<file path="src/rtl/cache_pkg.sv">
// Shared constants and types for the cache-coherent common-bus subsystem.
package cache_pkg;

    localparam int ADDRESSSIZE      = 32;
    localparam int INDEX_SIZE       = 8;
    localparam int HOLD_MAX_DEFAULT = 256;

    typedef enum logic [1:0] {
        ST_IDLE      = 2'd0,
        ST_PROC_OWN  = 2'd1,
        ST_SNOOP_OWN = 2'd2,
        ST_MEM_OWN   = 2'd3
    } bus_state_e;

endpackage

</file>
<file path="src/rtl/rr_pick.sv">
// Round-robin picker: first requester at or after the pointer, as one-hot and index.
module rr_pick #(
    parameter int NUM_PROC = 4,
    parameter int IW       = (NUM_PROC > 1) ? $clog2(NUM_PROC) : 1
) (
    input  logic [NUM_PROC-1:0] i_req,
    input  logic [IW-1:0]       i_ptr,
    output logic [NUM_PROC-1:0] o_onehot,
    output logic [IW-1:0]       o_idx,
    output logic                o_valid
);

    localparam logic [IW:0]         NUM_W        = (IW+1)'(NUM_PROC);
    localparam logic [NUM_PROC-1:0] ONE_HOT_BASE = NUM_PROC'(1);

    logic [NUM_PROC-1:0] w_rot;
    logic [IW:0]         w_sum;

    // Rotate requests so that bit k corresponds to core (ptr + k) mod NUM_PROC.
    always_comb begin
        w_rot = NUM_PROC'({i_req, i_req} >> i_ptr);
    end

    // Nearest rotated requester wins; scanning downward leaves the smallest offset.
    always_comb begin
        o_valid = 1'b0;
        w_sum   = '0;
        for (int k = NUM_PROC - 1; k >= 0; k--) begin
            if (w_rot[k]) begin
                o_valid = 1'b1;
                w_sum   = {1'b0, i_ptr} + (IW+1)'(k);
            end else begin
                w_sum   = w_sum;
            end
        end
        if (w_sum >= NUM_W) begin
            o_idx = IW'(w_sum - NUM_W);
        end else begin
            o_idx = w_sum[IW-1:0];
        end
        if (o_valid) begin
            o_onehot = ONE_HOT_BASE << o_idx;
        end else begin
            o_onehot = '0;
        end
    end

endmodule

</file>
<file path="src/rtl/com_bus_arbiter.sv">
// Common-bus arbiter: round-robin processor ownership with nested snoop / memory
// data-return grants, registered one-hot grant outputs and a sticky hold timeout.
module com_bus_arbiter
    import cache_pkg::*;
#(
    parameter int NUM_PROC = 4,
    parameter int HOLD_MAX = HOLD_MAX_DEFAULT
) (
    input  logic                clk,
    input  logic                rst_n,
    input  logic [NUM_PROC-1:0] Com_Bus_Req_proc,
    input  logic [NUM_PROC-1:0] Com_Bus_Req_snoop,
    input  logic                Mem_snoop_req,
    output logic [NUM_PROC-1:0] Com_Bus_Gnt_proc,
    output logic [NUM_PROC-1:0] Com_Bus_Gnt_snoop_vec,
    output logic                Com_Bus_Gnt_snoop,
    output logic                Mem_snoop_gnt,
    output logic                Bus_timeout
);

    localparam int IW = (NUM_PROC > 1) ? $clog2(NUM_PROC) : 1;
    localparam int CW = $clog2(HOLD_MAX + 1);

    localparam logic [IW-1:0]       LAST_IDX     = IW'(NUM_PROC - 1);
    localparam logic [IW-1:0]       ONE_IDX      = IW'(1);
    localparam logic [CW-1:0]       HOLD_LIMIT   = CW'(HOLD_MAX);
    localparam logic [CW-1:0]       CNT_ONE      = CW'(1);
    localparam logic [NUM_PROC-1:0] ONE_HOT_BASE = NUM_PROC'(1);

    bus_state_e          r_state, w_state_nxt;
    logic [IW-1:0]       r_owner, w_owner_nxt;
    logic [IW-1:0]       r_snooper, w_snooper_nxt;
    logic [IW-1:0]       r_rr_ptr, w_rr_ptr_nxt;
    logic [CW-1:0]       r_hold_cnt, w_hold_cnt_nxt;
    logic                r_timeout;
    logic [NUM_PROC-1:0] r_gnt_proc, w_gnt_proc_nxt;
    logic [NUM_PROC-1:0] r_gnt_snoop_vec, w_gnt_snoop_vec_nxt;
    logic                r_gnt_snoop;
    logic                r_gnt_mem, w_gnt_mem_nxt;
    logic                w_gnt_change;

    logic [NUM_PROC-1:0] w_pick_onehot;
    logic [IW-1:0]       w_pick_idx;
    logic                w_pick_valid;

    logic [NUM_PROC-1:0] w_owner_onehot;
    logic [NUM_PROC-1:0] w_snoop_elig;
    logic                w_snoop_hit;
    logic [IW-1:0]       w_snoop_idx;

    rr_pick #(
        .NUM_PROC (NUM_PROC),
        .IW       (IW)
    ) u_rr_pick (
        .i_req    (Com_Bus_Req_proc),
        .i_ptr    (r_rr_ptr),
        .o_onehot (w_pick_onehot),
        .o_idx    (w_pick_idx),
        .o_valid  (w_pick_valid)
    );

    // Fixed-priority snoop select; the current owner's own snoop bit never competes.
    always_comb begin
        w_owner_onehot = ONE_HOT_BASE << r_owner;
        w_snoop_elig   = Com_Bus_Req_snoop & ~w_owner_onehot;
        w_snoop_hit    = |w_snoop_elig;
        w_snoop_idx    = '0;
        for (int i = NUM_PROC - 1; i >= 0; i--) begin
            if (w_snoop_elig[i]) begin
                w_snoop_idx = IW'(i);
            end else begin
                w_snoop_idx = w_snoop_idx;
            end
        end
    end

    // Next-state logic; an owner drop takes precedence over any secondary request.
    always_comb begin
        w_state_nxt   = r_state;
        w_owner_nxt   = r_owner;
        w_snooper_nxt = r_snooper;
        w_rr_ptr_nxt  = r_rr_ptr;
        case (r_state)
            ST_IDLE: begin
                if (w_pick_valid) begin
                    w_state_nxt = ST_PROC_OWN;
                    w_owner_nxt = w_pick_idx;
                end else begin
                    w_state_nxt = ST_IDLE;
                end
            end
            ST_PROC_OWN: begin
                if (!Com_Bus_Req_proc[r_owner]) begin
                    w_state_nxt  = ST_IDLE;
                    w_rr_ptr_nxt = (r_owner == LAST_IDX) ? '0 : (r_owner + ONE_IDX);
                end else if (w_snoop_hit) begin
                    w_state_nxt   = ST_SNOOP_OWN;
                    w_snooper_nxt = w_snoop_idx;
                end else if (Mem_snoop_req) begin
                    w_state_nxt = ST_MEM_OWN;
                end else begin
                    w_state_nxt = ST_PROC_OWN;
                end
            end
            ST_SNOOP_OWN: begin
                if (!Com_Bus_Req_snoop[r_snooper]) begin
                    w_state_nxt = ST_PROC_OWN;
                end else begin
                    w_state_nxt = ST_SNOOP_OWN;
                end
            end
            ST_MEM_OWN: begin
                if (!Mem_snoop_req) begin
                    w_state_nxt = ST_PROC_OWN;
                end else begin
                    w_state_nxt = ST_MEM_OWN;
                end
            end
            default: begin
                w_state_nxt = ST_IDLE;
            end
        endcase
    end

    // Grant decode from the next state so the registered grants line up with it.
    always_comb begin
        w_gnt_proc_nxt      = '0;
        w_gnt_snoop_vec_nxt = '0;
        w_gnt_mem_nxt       = 1'b0;
        case (w_state_nxt)
            ST_IDLE: begin
                w_gnt_proc_nxt = '0;
            end
            ST_PROC_OWN: begin
                w_gnt_proc_nxt = ONE_HOT_BASE << w_owner_nxt;
            end
            ST_SNOOP_OWN: begin
                w_gnt_proc_nxt      = ONE_HOT_BASE << w_owner_nxt;
                w_gnt_snoop_vec_nxt = ONE_HOT_BASE << w_snooper_nxt;
            end
            ST_MEM_OWN: begin
                w_gnt_proc_nxt = ONE_HOT_BASE << w_owner_nxt;
                w_gnt_mem_nxt  = 1'b1;
            end
            default: begin
                w_gnt_proc_nxt = '0;
            end
        endcase
    end

    // Hold counter restarts on any grant change and only advances while the bus is owned.
    always_comb begin
        w_gnt_change = (w_gnt_proc_nxt != r_gnt_proc) ||
                       (w_gnt_snoop_vec_nxt != r_gnt_snoop_vec) ||
                       (w_gnt_mem_nxt != r_gnt_mem);
        if (w_gnt_change) begin
            w_hold_cnt_nxt = '0;
        end else if ((r_state != ST_IDLE) && (r_hold_cnt != HOLD_LIMIT)) begin
            w_hold_cnt_nxt = r_hold_cnt + CNT_ONE;
        end else begin
            w_hold_cnt_nxt = r_hold_cnt;
        end
    end

    // State, index, grant and timeout registers.
    always_ff @(posedge clk or negedge rst_n) begin
        if (!rst_n) begin
            r_state         <= ST_IDLE;
            r_owner         <= '0;
            r_snooper       <= '0;
            r_rr_ptr        <= '0;
            r_hold_cnt      <= '0;
            r_timeout       <= 1'b0;
            r_gnt_proc      <= '0;
            r_gnt_snoop_vec <= '0;
            r_gnt_snoop     <= 1'b0;
            r_gnt_mem       <= 1'b0;
        end else begin
            r_state         <= w_state_nxt;
            r_owner         <= w_owner_nxt;
            r_snooper       <= w_snooper_nxt;
            r_rr_ptr        <= w_rr_ptr_nxt;
            r_hold_cnt      <= w_hold_cnt_nxt;
            r_gnt_proc      <= w_gnt_proc_nxt;
            r_gnt_snoop_vec <= w_gnt_snoop_vec_nxt;
            r_gnt_snoop     <= |w_gnt_snoop_vec_nxt;
            r_gnt_mem       <= w_gnt_mem_nxt;
            if (w_hold_cnt_nxt == HOLD_LIMIT) begin
                r_timeout <= 1'b1;
            end else begin
                r_timeout <= r_timeout;
            end
        end
    end

    assign Com_Bus_Gnt_proc      = r_gnt_proc;
    assign Com_Bus_Gnt_snoop_vec = r_gnt_snoop_vec;
    assign Com_Bus_Gnt_snoop     = r_gnt_snoop;
    assign Mem_snoop_gnt         = r_gnt_mem;
    assign Bus_timeout           = r_timeout;

endmodule
</file>
<file path="config.mk">
export PLATFORM = sky130hd
export DESIGN_NAME = com_bus_arbiter
export DESIGN_NICKNAME = d
export VERILOG_FILES = /design/src/rtl/cache_pkg.sv /design/src/rtl/rr_pick.sv /design/src/rtl/com_bus_arbiter.sv
export SDC_FILE = /design/constraint.sdc
export NUM_CORES = 1
export LEC_CHECK = 0
export BUFFER_PORTS_ARGS = -buffer_cell sky130_fd_sc_hd__buf_2
export CORE_ASPECT_RATIO = 1.5
export CORE_UTILIZATION = 51
export CTS_CLUSTER_DIAMETER = 150
export DETAILED_ROUTE_END_ITERATION = 8
export GPL_ROUTABILITY_DRIVEN = 0
export GPL_TIMING_DRIVEN = 0
export MAX_ROUTING_LAYER = met4
export PLACE_DENSITY = 0.71
export SYNTH_ARGS = -nofsm -noshare
export SYNTH_HDL_FRONTEND = slang
export SYNTH_SLANG_ARGS = --single-unit
</file>
<file path="constraint.sdc">
create_clock -name clk -period 5.1 [get_ports clk]
set_clock_uncertainty 0.15 [all_clocks]
set_input_delay 0.51 -clock clk [delete_from_list [all_inputs] [get_ports clk]]
set_output_delay 0.51 -clock clk [all_outputs]
set_load 0.1 [all_outputs]
</file>
### Yosys cells after proc, flatten, opt, wreduce, memory -nomap -nowiden

Cells that the tools add are included.
W data, S select, Z words.

| word-level totals | value |
|---|---|
| register bits after elaboration | 28 |
| input bits | 11 |
| output and inout port bits | 11 |
| logic and storage cells | 82 |

| operators by class | value |
|---|---|
| add/subtract/negate cells | 6 |
| $lt $le $gt $ge | 3 |
| eq/ne operators | 12 |
| shift-type cells | 4 |
| muxes and demuxes | 34 |
| bitwise gates (word level) | 3 |
| reduce and logical (&&, ||, !) cells | 10 |

Operators by type and width:

| cell | count |
|---|---|
| $mux W2 | 15 |
| $mux W9 | 2 |
| $mux W3 | 4 |
| $shl A1 B2 Y4 const A | 3 |
| $eq A2 B2 Y1 const B | 5 |
| $add A9 B1 Y9 const B | 1 |
| $eq A9 B9 Y1 const B | 1 |
| $ne A9 B9 Y1 const B | 1 |
| $mux W1 | 8 |
| $ne A4 B4 Y1 | 2 |
| $pmux W2 S4 | 1 |
| $pmux W4 S2 | 1 |
| $reduce_or A4 Y1 | 2 |
| $shr A8 B2 Y4 | 1 |
| $add A2 B2 Y3 const B | 2 |
| $lt A2 B3 Y1 const B | 2 |
| $and A4 B4 Y4 | 1 |
| $bmux W1 S2 | 2 |
| $eq A2 B1 Y1 const B | 2 |
| $logic_not A2 Y1 | 2 |
| $mux W4 | 1 |
| $not A4 Y4 | 1 |
| $add A2 B1 Y3 const B | 1 |
| $ge A3 B3 Y1 const B | 1 |
| 9 further kinds | 10 |

### Depth between registers and ports, before layout

| logic depth | value |
|---|---|
| depth after elaboration | 17 |
| gate-level depth with buffers | 10 |
| depth with buffers taken out | 10 |

### Hierarchy

Synthesis repeated with hierarchy kept, for this count alone.

| unflattened totals | value |
|---|---|
| cell total of the unflattened synthesis | 222 |
| area, all modules | 1,921.8 µm² |

By module, submodules not included:

| module | times used | cells each | area each (µm²) |
|---|---|---|---|
| com_bus_arbiter | 1 | 190 | 1,742.9 |
| rr_pick | 1 | 32 | 178.9 |

### Least setup slack after synthesis

No wires, ideal clock.

| timing path | value |
|---|---|
| path type | register to register |
| from | register r_owner[0] |
| to | register r_timeout (netlist: Bus_timeout) |
| library setup time | 0.091 ns |
| arrival | 2.393 ns |
| required time | 4.859 ns |
| setup slack | 2.465 ns |
| stages on the path, launching flop included | 10 |
| clock period less this slack | 2.635 ns |
| cell sequence | dfrtp_1 > inv_1 > ha_1 > nor2b_1 > o21ai_0 > a2111oi_0 > a211oi_1 > o32ai_2 > o211ai_4 > o31ai_4 |

| between the ends | value |
|---|---|
| cells in the longest elaborated chain, start to end | 17 |
| elaborated cells on any way between the ends | 35 |

RTL lines:

| element | line | source |
|---|---|---|
| from (decl) | com_bus_arbiter.sv:31 | `logic [IW-1:0] r_owner, w_owner_nxt;` |
| from (signal assigned) | com_bus_arbiter.sv:180 | `r_owner <= w_owner_nxt;` |
| branches (longest 14 deep; another with $shl A1 B2 Y4) | n/a |  |
| $logic_or A1 B1 Y1 * | com_bus_arbiter.sv:154 | `(w_gnt_snoop_vec_nxt != r_gnt_snoop_vec) \|\|` |
| $mux W9 * | com_bus_arbiter.sv:156 | `if (w_gnt_change) begin` |
| $eq A9 B9 Y1 * | com_bus_arbiter.sv:188 | `if (w_hold_cnt_nxt == HOLD_LIMIT) begin` |
| to (signal assigned) | com_bus_arbiter.sv:191 | `r_timeout <= r_timeout;` |
| to (decl) | com_bus_arbiter.sv:35 | `logic r_timeout;` |

Every way passes the cells marked *. The select of a mux whose other input is x is not followed.
A chain may end at the register's enable or synchronous reset.

### Worst setup path in the final report

| timing path | value |
|---|---|
| from | register r_owner[1] |
| to | register r_timeout (netlist: Bus_timeout) |

| between the ends | value |
|---|---|
| elaborated cells on any way between the ends | 35 |

RTL lines:

| element | line | source |
|---|---|---|
| $shl A1 B2 Y4 | com_bus_arbiter.sv:64 | `w_owner_onehot = ONE_HOT_BASE << r_owner;` |
| $not A4 Y4 | com_bus_arbiter.sv:65 | `w_snoop_elig = Com_Bus_Req_snoop & ~w_owner_onehot;` |
| $and A4 B4 Y4 | com_bus_arbiter.sv:65 |  |
| $reduce_or A4 Y1 | com_bus_arbiter.sv:66 | `w_snoop_hit = \|w_snoop_elig;` |
| $mux W2 | com_bus_arbiter.sv:96 | `end else if (w_snoop_hit) begin` |
| $mux W2 * | com_bus_arbiter.sv:93 | `if (!Com_Bus_Req_proc[r_owner]) begin` |
| $pmux W2 S4 * | com_bus_arbiter.sv:83 | `case (r_state)` |
| via w_state_nxt[0] | com_bus_arbiter.sv:30 | `bus_state_e r_state, w_state_nxt;` |
| $eq A2 B2 Y1 / $eq A2 B1 Y1 (equally long branches) | com_bus_arbiter.sv:130 | `case (w_state_nxt)` |
| $reduce_or A3 Y1 (no line) | n/a |  |
| $pmux W4 S2 | com_bus_arbiter.sv:130 |  |
| $ne A4 B4 Y1 | com_bus_arbiter.sv:153 | `w_gnt_change = (w_gnt_proc_nxt != r_gnt_proc) \|\|` |
| $logic_or A1 B1 Y1 | com_bus_arbiter.sv:153 |  |
| $logic_or A1 B1 Y1 * | com_bus_arbiter.sv:154 |  |
| $mux W9 * | com_bus_arbiter.sv:156 |  |
| $eq A9 B9 Y1 * | com_bus_arbiter.sv:188 |  |

The timed path passes the listed nets; every way through them passes the cells marked *. The select of a mux whose other input is x is not followed.

==> results.ini <==
[final_layout]
drive_above_1_share_pct = 31.53
antenna_cells = 0
area_growth_pct = 9.413
nets = 241
fin_util_pct = 58.99
fill_cells = 374

[clock_tree]
cts.sinks = 28
cts_max_level = 1
cts-root-buf = clkbuf_8
hold_buffers = 0
cts_buffer_depth = 2
cts_buffers = 3
tritoncts = built
clkTransAtPathRegs_ns = 0.09
clock_latency_ns = 0.27
cts_setup_buffers = 0
ctsResizeCount = 0

[synth]
syn-num-nets = 215
synth-edff-count = 0
netlist_instances = 198
synthDistinctLibCells = 72
synth_top_cell_by_area = dfrtp_1
yosysWarnings = 0
synth-seq-area-share_pct = 32.54
netlist_area_sq_um = 2153
synthTopCellsByArea = dfrtp_1, nor3_2, nand2b_1
ys.flop_type = dfrtp_1
synth-async-reset-ratio_pct = 100.0
postSynthAreaPerCell_sq_um = 10.88
netlist.area_leader.share_pct = 32.54
synth-seq-cells = 28

[timing]
finalSetupViolCount = 0
fmax_mhz = 328.1
rsz0062_at_grt = no
whs_ns = 0.1046
slew_headroom_pct = 53.00
finalHoldViolCount = 0
finalSetupTns_ns = 0
tightest_slew_ns = 0.6952
fin_crit_sh_pct = 59.76
finalMaxSlewViolations = 0
layout_min_cycle_time_ns = 3.048

[drt]
ant_nets = 0
dr.pass1.iters = 4
drt-total-wl_mm = 4.141
num_vias = 1580
drtIter0Drc = 22
route.detailed.drc = 0
routedWlPerCell_microns = 15.51
viasPerCell = 5.918

[critical_path]
cp_max_fo = 10
crit_path_end_kind = flip-flop
timing.rr.start = r_owner[1]$_DFF_PN0_
path_class = reg2reg
cp-start-kind = flip-flop
worstRegToRegCells = 8
crit_arrival_ns = 3.04
reg2reg_to = Bus_timeout$_DFFE_PN0N_
cp.required_ns = 5.09
regToRegSetupSlack_ns = 2.05

[floorplanning]
dieArea_sq_um = 4491
die_h_microns = 81.58
io-pin-count = 22
die_width_microns = 55.06
core_area_sq_um = 3994
row_count = 28
start_util_pct = 53.92

[hold_path]
hold_class = in2async

[placed_design]
hpwlAfterDp_mm = 3.318
port_buffers = 21

[global_routing]
grt_usage_pct = 21.89
grt_max_degree = 29
grt_pass1_wl_mm = 7.024
grt_pass1_vias = 1567
grt-ovfl-total = 0
antenna_found_initial = 0

[power]
powerDensity_nw_per_um2 = 669.6
vdd_drop_max_uv = 621.7
p_leak_nw = 0.9659

[run]
cap_violations = 0

[outcome]
status = finished clean

## per-layer routing
layer	wire, microns	track usage [%]	vias up	share of wire [%]
li1	-	-	789	-
met1	1673	25.00	767	40
met2	2347	39.64	20	57
met3	69	1.111	4	1.7
met4	51	6.500	0	1.2
met5	0	-	-	0
## Yosys cell counts, drive strengths merged (2+ instances only)
cell	n
a22oi	2
a2111o	2
nand2b	14
o211ai	4
o21ai	8
nor2b	8
nand3	4
inv	12
or3	3
o41ai	3
o22ai	2
a211oi	3
buf	2
nor4	3
a21oi	10
nand2	8
o311ai	3
nor3b	3
mux2i	4
xnor2	4
mux2	5
a21boi	2
nand4	3
dfrtp	28
nor3	11
nor2	12
o2111ai	2
or2	3
ha	6
xor2	4
## power by group
group	total, mW	internal, mW	switching, mW
registers	0.362	0.286	0.0765
logic	1.10	0.377	0.723
clock network	0.115	0.0529	0.0623
## kinds of logic after synthesis
| family | Yosys count | synth area share (%) |
|---|---|---|
| AO/OA/AOI/OAI | 52 | 26.44 |
| AND/OR/NAND/NOR | 79 | 25.04 |
| flip-flops | 28 | 32.54 |
| adder cells (fa/ha/maj) | 6 | 3.486 |
| buffers and inverters | 15 | 3.370 |
| multiplexers | 10 | 5.869 |
| XOR/XNOR | 8 | 3.254 |
## flip-flops by register name, indices dropped and copies added, names as in the netlist
signal and cells:
Bus_timeout 1, Com_Bus_Gnt_snoop 1, r_rr_ptr 2, r_owner 2
r_hold_cnt 9, Com_Bus_Gnt_snoop_vec 4, r_state 2, Mem_snoop_gnt 1
Com_Bus_Gnt_proc 4, r_snooper 2
## worst max-delay path, cell delays in order, from the launching register on
cell	delay (ns)
dfrtp_1	0.52
ha_1	0.29
nor2b_1	0.10
nor4_4	0.53
a311oi_2	0.22
nor2_1	0.29
a41oi_4	0.07
o311ai_4	0.62
o31ai_4	0.11
## cell type report
cell class              count  area, sq um  share of cell area [%]
inverters                  13        50.05                   2.124
repair buffers             21        105.1                   4.461
flip-flops and latches     28        700.7                   29.74
well taps                  45        56.30                   2.390
plain buffers               2        22.52                  0.9559
multi-input cells         155         1380                   58.58
clock buffers               3        41.29                   1.753
## how the worst max path moves through the flow
stage | start | endpoint | slack [ns] | cells after the start
finish | r_owner[1]$_DFF_PN0_ | Bus_timeout$_DFFE_PN0N_ | 2.05 | 8
floorplan | r_owner[0]$_DFF_PN0_ | Bus_timeout$_DFFE_PN0N_ | 2.47 | 9
global route | r_owner[1]$_DFF_PN0_ | r_hold_cnt[6]$_DFF_PN0_ | 1.81 | 8
global placement | r_owner[0]$_DFF_PN0_ | Bus_timeout$_DFFE_PN0N_ | 2.00 | 8
detailed placement | r_owner[1]$_DFF_PN0_ | Bus_timeout$_DFFE_PN0N_ | 2.01 | 8
CTS | r_owner[1]$_DFF_PN0_ | Bus_timeout$_DFFE_PN0N_ | 2.00 | 8
## stage by stage
stage | std cells | power (mW) | setup WS (ns) | area, sq um
global placement | 264 | 1.469 | 1.996 | 2315
floorplan | 198 | 1.286 | 2.465 | 2153
CTS | 267 | 1.599 | 1.997 | 2356
global route | 267 | 1.681 | 1.811 | 2356
finish | 267 | 1.578 | 2.052 | 2356
detailed placement | 264 | 1.477 | 2.011 | 2315
## cells in the final DEF, fill, tap and decap left out, drive strengths merged, types with 4 or more instances in the layout
master   n
nand3    4
ha       6
o21ai    8
buf     23
nor2    12
nor3    11
xor2     4
mux2i    4
xnor2    4
nand2    8
a21oi   10
nor2b    8
o211ai   4
inv     12
nand2b  14
mux2     5
dfrtp   28
(Power assumes the default switching activity.)
